===== src/rtl/tagged_flow_pkg.sv =====
// tagged_flow_pkg: shared types and helpers for the tagged flow multiplexer
package tagged_flow_pkg;
   typedef enum logic {IDLE, ARMED} ch_state_t;
   function automatic int tag_w(input int n);
      return n > 1 ? $clog2(n) : 1;
   endfunction
   localparam int TOK_TAG_W = 2;
   localparam int TOK_DATA_W = 8;
   // Output word layout for the default four-flow, byte-payload geometry
   typedef struct packed {
      logic [TOK_TAG_W-1:0]  tag;
      logic [TOK_DATA_W-1:0] data;
   } token_t;
endpackage


===== src/rtl/flow_fifo.sv =====
// flow_fifo: per-flow ingress FIFO, drops pushes while full and flags them
module flow_fifo #(
   parameter int DATA_W = 8,
   parameter int DEPTH = 16
) (
   input  logic              clk,
   input  logic              rst,
   input  logic              push,
   input  logic [DATA_W-1:0] din,
   input  logic              pop,
   output logic [DATA_W-1:0] head,
   output logic              full,
   output logic              empty,
   output logic              ovf
);
   localparam int AW = $clog2(DEPTH);
   logic [DATA_W-1:0] mem [DEPTH];
   logic [AW:0] wp, rp;
   // Wrap bit distinguishes full from empty when the indices match
   assign full = (wp[AW] != rp[AW]) && (wp[AW-1:0] == rp[AW-1:0]);
   assign empty = wp == rp;
   assign head = mem[rp[AW-1:0]];
   always_ff @(posedge clk or negedge rst)
      if (!rst) begin
         wp <= '0;
         rp <= '0;
         ovf <= 1'b0;
      end else begin
         ovf <= push && full;
         if (push && !full) wp <= wp + 1'b1;
         if (pop && !empty) rp <= rp + 1'b1;
      end
   always_ff @(posedge clk)
      if (push && !full) mem[wp[AW-1:0]] <= din;
endmodule


===== src/rtl/tagged_flow_mux.sv =====
// tagged_flow_mux: round-robin merge of budgeted per-flow FIFOs into one tagged stream
module tagged_flow_mux
   import tagged_flow_pkg::*;
#(
   parameter int FLUX = 4,
   parameter int DATA_W = 8,
   parameter int DEPTH = 16,
   parameter int LEN_W = 16,
   localparam int TAG_W = tag_w(FLUX)
) (
   input  logic                    clk,
   input  logic                    rst,
   input  logic                    cfg_write,
   input  logic [TAG_W-1:0]        cfg_ch,
   input  logic [LEN_W-1:0]        cfg_len,
   output logic                    cfg_err,
   input  logic [FLUX-1:0]         in_write,
   input  logic [FLUX*DATA_W-1:0]  in_din,
   output logic [FLUX-1:0]         in_full,
   output logic [FLUX-1:0]         in_ovf,
   output logic                    out_write,
   output logic [TAG_W+DATA_W-1:0] out_din,
   input  logic [FLUX-1:0]         out_full,
   output logic [FLUX-1:0]         ch_busy,
   output logic [FLUX-1:0]         ch_done
);
   ch_state_t st [FLUX];
   logic [LEN_W-1:0] rem [FLUX];
   logic [DATA_W-1:0] head [FLUX];
   logic [FLUX-1:0] empty, elig, pop;
   logic [TAG_W-1:0] last_grant, gnt;
   logic gnt_v, cfg_ok;
   for (genvar i = 0; i < FLUX; i++) begin : g_fifo
      flow_fifo #(.DATA_W(DATA_W), .DEPTH(DEPTH)) u_fifo (
         .clk(clk),
         .rst(rst),
         .push(in_write[i]),
         .din(in_din[i*DATA_W +: DATA_W]),
         .pop(pop[i]),
         .head(head[i]),
         .full(in_full[i]),
         .empty(empty[i]),
         .ovf(in_ovf[i])
      );
      assign ch_busy[i] = st[i] == ARMED;
      assign elig[i] = ch_busy[i] && !empty[i] && !out_full[i];
   end
   // Search starts just after the last winner so every armed flow gets its turn
   always_comb begin
      gnt_v = 1'b0;
      gnt = '0;
      for (int i = 1; i <= FLUX; i++)
         if (!gnt_v && elig[(int'(last_grant) + i) % FLUX]) begin
            gnt_v = 1'b1;
            gnt = TAG_W'((int'(last_grant) + i) % FLUX);
         end
   end
   assign pop = gnt_v ? FLUX'(1) << gnt : '0;
   assign cfg_ok = cfg_write && cfg_len != '0 && int'(cfg_ch) < FLUX && !ch_busy[cfg_ch];
   always_ff @(posedge clk or negedge rst)
      if (!rst) begin
         out_write <= 1'b0;
         out_din <= '0;
         cfg_err <= 1'b0;
         ch_done <= '0;
         last_grant <= TAG_W'(FLUX - 1);
         for (int c = 0; c < FLUX; c++) begin
            st[c] <= IDLE;
            rem[c] <= '0;
         end
      end else begin
         out_write <= gnt_v;
         cfg_err <= cfg_write && !cfg_ok;
         if (gnt_v) begin
            out_din <= {gnt, head[gnt]};
            last_grant <= gnt;
         end
         for (int c = 0; c < FLUX; c++) begin
            ch_done[c] <= pop[c] && rem[c] == LEN_W'(1);
            if (pop[c]) rem[c] <= rem[c] - 1'b1;
            if (pop[c] && rem[c] == LEN_W'(1)) st[c] <= IDLE;
            if (cfg_ok && cfg_ch == TAG_W'(c)) begin
               st[c] <= ARMED;
               rem[c] <= cfg_len;
            end
         end
      end
endmodule


===== config.mk =====
export PLATFORM = sky130hd
export DESIGN_NAME = tagged_flow_mux
export DESIGN_NICKNAME = d
export VERILOG_FILES = /design/src/rtl/tagged_flow_pkg.sv /design/src/rtl/flow_fifo.sv /design/src/rtl/tagged_flow_mux.sv
export SDC_FILE = /design/constraint.sdc
export NUM_CORES = 1
export LEC_CHECK = 0
export BUFFER_PORTS_ARGS = -buffer_cell sky130_fd_sc_hd__buf_2
export CORE_UTILIZATION = 30
export CTS_CLUSTER_SIZE = 25
export DETAILED_ROUTE_END_ITERATION = 12
export PLACE_DENSITY_LB_ADDON = 0.05
export SYNTH_ARGS = -nofsm -noshare
export SYNTH_HDL_FRONTEND = slang
export SYNTH_SLANG_ARGS = --single-unit

===== constraint.sdc =====
create_clock -name clk -period 6.2 [get_ports clk]
set_clock_uncertainty 0.1 [all_clocks]
set_input_delay 0.62 -clock clk [delete_from_list [all_inputs] [get_ports clk]]
set_output_delay 0.62 -clock clk [all_outputs]
set_load 0.1 [all_outputs]

==> report_table.html <==
<table>
<tr><th>Metric</th><th>Value</th></tr>
<tr><th colspan="2">CTS</th></tr>
<tr><td>Clock tree from TritonCTS</td><td>yes</td></tr>
<tr><td>Count of H-tree levels built during CTS</td><td>3</td></tr>
<tr><td>Root Buffer Master</td><td>clkbuf_16</td></tr>
<tr><td>Worst-case clock buffer depth</td><td>3</td></tr>
<tr><td>CTS-repair resized insts</td><td>0</td></tr>
<tr><td>Buffers inserted by post-CTS timing repair</td><td>0</td></tr>
<tr><td>Clk sinks</td><td>642</td></tr>
<tr><td>Clock insertion delay at the later pin of the skew report</td><td>0.62 ns</td></tr>
<tr><td>CTS clk-pin slew, worst paths</td><td>0.06 ns</td></tr>
<tr><td>Clock buffer count from CTS</td><td>76</td></tr>
<tr><th colspan="2">Synthesis</th></tr>
<tr><td>Synthesized area divided by synthesized cell count</td><td>16.94 sq um</td></tr>
<tr><td>Post-synth top area cell</td><td>edfxtp_1</td></tr>
<tr><td>Register bit count reported by yosys</td><td>642</td></tr>
<tr><td>Share of the synthesized area in the top cell type</td><td>0.5699</td></tr>
<tr><td>Post-Synthesis Cell Area</td><td>26980 sq um</td></tr>
<tr><td>Number of standard cells after synthesis</td><td>1593</td></tr>
<tr><td>Library cells used by synthesis</td><td>70</td></tr>
<tr><td>Yosys warning count</td><td>0</td></tr>
<tr><td>Number of enable flip-flop cells after synthesis</td><td>512</td></tr>
<tr><td>Total nets after synthesis</td><td>1682</td></tr>
<tr><td>Cell types occupying the most area after synthesis</td><td>edfxtp_1, mux4_2, dfrtp_1</td></tr>
<tr><td>Predominant post-synthesis flop cell</td><td>edfxtp_1</td></tr>
<tr><td>Most frequently used cell type in the post-synthesis netlist</td><td>edfxtp_1</td></tr>
<tr><td>Ranking of synthesized cells by instance count</td><td>edfxtp_1, mux4_2, dfrtp_1</td></tr>
<tr><td>Share of synthesized area occupied by flip-flops and latches</td><td>0.6906</td></tr>
<tr><td>Post-synth ARST share</td><td>0.2025</td></tr>
<tr><th colspan="2">Critical path</th></tr>
<tr><td>Reg2Reg Capture Point</td><td>rem[29]</td></tr>
<tr><td>Max FO, Critical Path</td><td>24</td></tr>
<tr><td>Critical path start-end classification</td><td>register to register</td></tr>
<tr><td>Crit Reg-Reg Startpoint</td><td>g_fifo[0].u_fifo.rp[2]</td></tr>
<tr><td>Crit path capture type</td><td>register</td></tr>
<tr><td>Number of cell instances on the worst register-to-register path</td><td>8</td></tr>
<tr><td>Category of the worst setup path launch point</td><td>register</td></tr>
<tr><td>Arr. time, crit path</td><td>4.62 ns</td></tr>
<tr><td>Worst endpoint required time</td><td>6.60 ns</td></tr>
<tr><td>Sequence of cells on the critical path</td><td>xor2_1 -&gt; nor4_4 -&gt; a211oi_4 -&gt; o221ai_1 -&gt; a21o_1 -&gt; o21ai_1 -&gt; o21ai_0 -&gt; a221o_1</td></tr>
<tr><td>Maximum single-stage delay on the critical path</td><td>0.90 ns</td></tr>
<tr><td>Critical path's slowest cell</td><td>o21ai_1</td></tr>
<tr><td>Minimum setup slack among reg-to-reg paths</td><td>1.98 ns</td></tr>
<tr><th colspan="2">Placed design</th></tr>
<tr><td>Number of I/O port buffers</td><td>88</td></tr>
<tr><td>DP Cell Count</td><td>2785</td></tr>
<tr><td>Placement Cell Area</td><td>28790 sq um</td></tr>
<tr><td>Placer's final routability congestion estimate</td><td>0.7569</td></tr>
<tr><td>Dpl hpwl</td><td>46300 um</td></tr>
<tr><th colspan="2">Routing</th></tr>
<tr><td>Final ANT Viol Nets</td><td>0</td></tr>
<tr><td>Total via count after detailed routing</td><td>14220</td></tr>
<tr><td>Final routed wire length divided by cell count</td><td>23.59 um</td></tr>
<tr><td>Number of detailed-route iterations in the first pass</td><td>11</td></tr>
<tr><td>Detailed router's first-iteration violation count</td><td>860</td></tr>
<tr><td>Via density</td><td>4.862</td></tr>
<tr><td>DRC violation count after routing</td><td>9</td></tr>
<tr><td>DRT Wirelength</td><td>68970 um</td></tr>
<tr><th colspan="2">Global route</th></tr>
<tr><td>Number of antenna violations at the first check in global routing</td><td>1</td></tr>
<tr><td>Overall overflow remaining after global route</td><td>0</td></tr>
<tr><td>Vias in the first global route</td><td>15100</td></tr>
<tr><td>Global-route wire length before repair</td><td>103000 um</td></tr>
<tr><td>Largest net degree at the start of global routing</td><td>75</td></tr>
<tr><td>Global router's overall resource usage</td><td>0.1551</td></tr>
<tr><th colspan="2">Run status</th></tr>
<tr><td>Status</td><td>finished, violations left</td></tr>
<tr><td>Violated checks</td><td>design-rule violations</td></tr>
<tr><th colspan="2">Timing</th></tr>
<tr><td>Minimum clock period after layout</td><td>4.222 ns</td></tr>
<tr><td>Final setup violation count</td><td>0</td></tr>
<tr><td>Maximum achievable frequency</td><td>236.9 MHz</td></tr>
<tr><td>Worst slew margin relative to its limit</td><td>0.2523</td></tr>
<tr><td>Final number of max-transition violations</td><td>0</td></tr>
<tr><td>Setup repair after global routing missed its margin</td><td>no</td></tr>
<tr><td>Hold Vio Cnt, Final</td><td>0</td></tr>
<tr><td>Setup Total Neg Slack</td><td>0 ns</td></tr>
<tr><td>Final Cycle Share</td><td>0.6809</td></tr>
<tr><td>Actual slew at the worst max-slew pin</td><td>1.117 ns</td></tr>
<tr><td>Post-Route Hold Slack</td><td>0.1734 ns</td></tr>
<tr><th colspan="2">Floorplan</th></tr>
<tr><td>X dimension of the die</td><td>301.9 um</td></tr>
<tr><td>Placeable core region</td><td>88780 sq um</td></tr>
<tr><td>Y dimension of the die</td><td>301.9 um</td></tr>
<tr><td>Count of standard-cell rows</td><td>109</td></tr>
<tr><td>Initial Util</td><td>0.3039</td></tr>
<tr><td>Number of ports placed on the die boundary</td><td>89</td></tr>
<tr><td>Die footprint</td><td>91130 sq um</td></tr>
<tr><th colspan="2">Worst hold path</th></tr>
<tr><td>Startpoint of the most critical hold path</td><td>cfg_write</td></tr>
<tr><td>End of the worst hold path</td><td>cfg_err</td></tr>
<tr><td>Class of the tightest hold or removal check</td><td>input pin to register</td></tr>
<tr><td>Hold Path Depth</td><td>2</td></tr>
<tr><th colspan="2">Finish</th></tr>
<tr><td>Final Non-Filler Cells</td><td>2924</td></tr>
<tr><td>Ant diodes</td><td>0</td></tr>
<tr><td>Area added between synthesis and finish</td><td>15.44%</td></tr>
<tr><td>Final net count</td><td>1788</td></tr>
<tr><td>Post-route design area</td><td>31140 sq um</td></tr>
<tr><td>Share of post-route cells with drive strength above 1</td><td>0.2348</td></tr>
<tr><th colspan="2">Pwr</th></tr>
<tr><td>Leakage Power</td><td>10.60 nW</td></tr>
<tr><td>Peak supply drop</td><td>0.2363 mV</td></tr>
<tr><td>P per Cell Area</td><td>488.0 nW/um^2</td></tr>
<tr><th colspan="2">Flow run</th></tr>
<tr><td>Max-cap check violation count</td><td>0</td></tr>
</table>
## critical path: cells and delay by family, from the launching register on
kind / cells / cell delay, ns
AND/OR/NAND/NOR: 1 / 0.10
AO/OA/AOI/OAI: 6 / 2.75
XOR/XNOR: 1 / 0.32
flip-flops: 1 / 0.81
## state kept, by name (all words and copies together), names as in the netlist
register and flops:
rem 64, out_write 1, g_fifo.u_fifo.mem 512, ch_done 4, last_grant 2, out_din 10, g_fifo.u_fifo.wp 20, g_fifo.u_fifo.ovf 4
g_fifo.u_fifo.rp 20, ch_busy 4, cfg_err 1
## layout make-up
type / count / area, sq um
Sequential cell: 642 / 18640
Multi-Input combinational cell: 821 / 7893
Timing Repair Buffer: 115 / 651.9
Clock buffer: 108 / 2145
Clock inverter: 30 / 201.4
Inverter: 43 / 161.4
Fill cell: 8375 / 57640
Tap cell: 1165 / 1458
## cells in the final DEF (no fill, tap or decap), drive strengths merged, types with 5 or more instances in the layout
master  Yosys  layout
nor3       39      39
mux2        7       7
mux4      146     146
nand4      23      23
edfxtp    512     512
nor2       77      77
clkinv      1      28
o221a       5       5
or4         5       5
buf        50     114
nand3      28      28
a21oi      16      16
a221o      19      19
mux2i      27      27
a31oi       7       7
nor3b       5       5
xor2       43      43
a221oi     13      13
nor2b       8       8
and2       26      26
dfrtp     128     128
ha         28      28
a211oi      5       5
nor4       29      29
o21ai      61      61
xnor2      40      40
nand2      98      98
a22oi       5       5
clkbuf     37     108
nand2b     10      10
inv        42      44
a21o        7       7
or3         6       6
## cell families after synthesis
kind of cell	Yosys count	synth area share
muxes	180	0.1348
DFF	642	0.6906
xor gates and xnor gates	83	0.02806
and+or+nand+nor	372	0.07054
AOI/OAI and AO/OA	158	0.04137
adders and majority gates	28	0.01299
buffers and inverters	130	0.02166
## per-layer routing
layer / wire length [um] / up-vias / GRT usage / part of all wire
met5: 13 / - / 0 / 0.00019
met4: 1784 / 2 / 0.04906 / 0.026
met3: 2255 / 113 / 0.02492 / 0.033
met2: 32940 / 252 / 0.2503 / 0.48
met1: 31980 / 7394 / 0.2142 / 0.46
li1: - / 6456 / - / -
## worst max-delay path by stage
stage               depth (start not counted)      end  slack (ns)                    from
detailed placement                          8  rem[29]        1.88  g_fifo[0].u_fifo.rp[2]
finish                                      8  rem[29]        1.98  g_fifo[0].u_fifo.rp[2]
global placement                            9  rem[29]        2.07  g_fifo[1].u_fifo.rp[1]
floorplan                                   8  rem[40]        3.15              ch_busy[1]
global route                                8  rem[29]        1.58  g_fifo[0].u_fifo.rp[2]
CTS                                         8  rem[29]        1.87  g_fifo[0].u_fifo.rp[2]
## power breakdown
part	internal, mW	switching (mW)	total (mW)
clock network	2.45	1.76	4.21
logic	1.97	3.02	4.99
registers	5.37	0.620	5.99
total	9.80	5.40	15.2
## timing repair
action	in CTS	in global routing
endpoints found under the hold margin	71	0
hold buffers	1	0
setup endpoints to repair	0	0
## per-stage QoR
stage	worst slack [ns]	power, mW	utilization
after detailed placement	1.882	11.21	0.3243
after floorplan	3.148	9.507	-
after CTS	1.865	15.50	0.3508
after global routing	1.584	16.03	0.3508
final	1.978	15.20	0.3508
after global placement	2.067	11.19	0.3243
No activity file was read; power rests on OpenSTA's default activity.
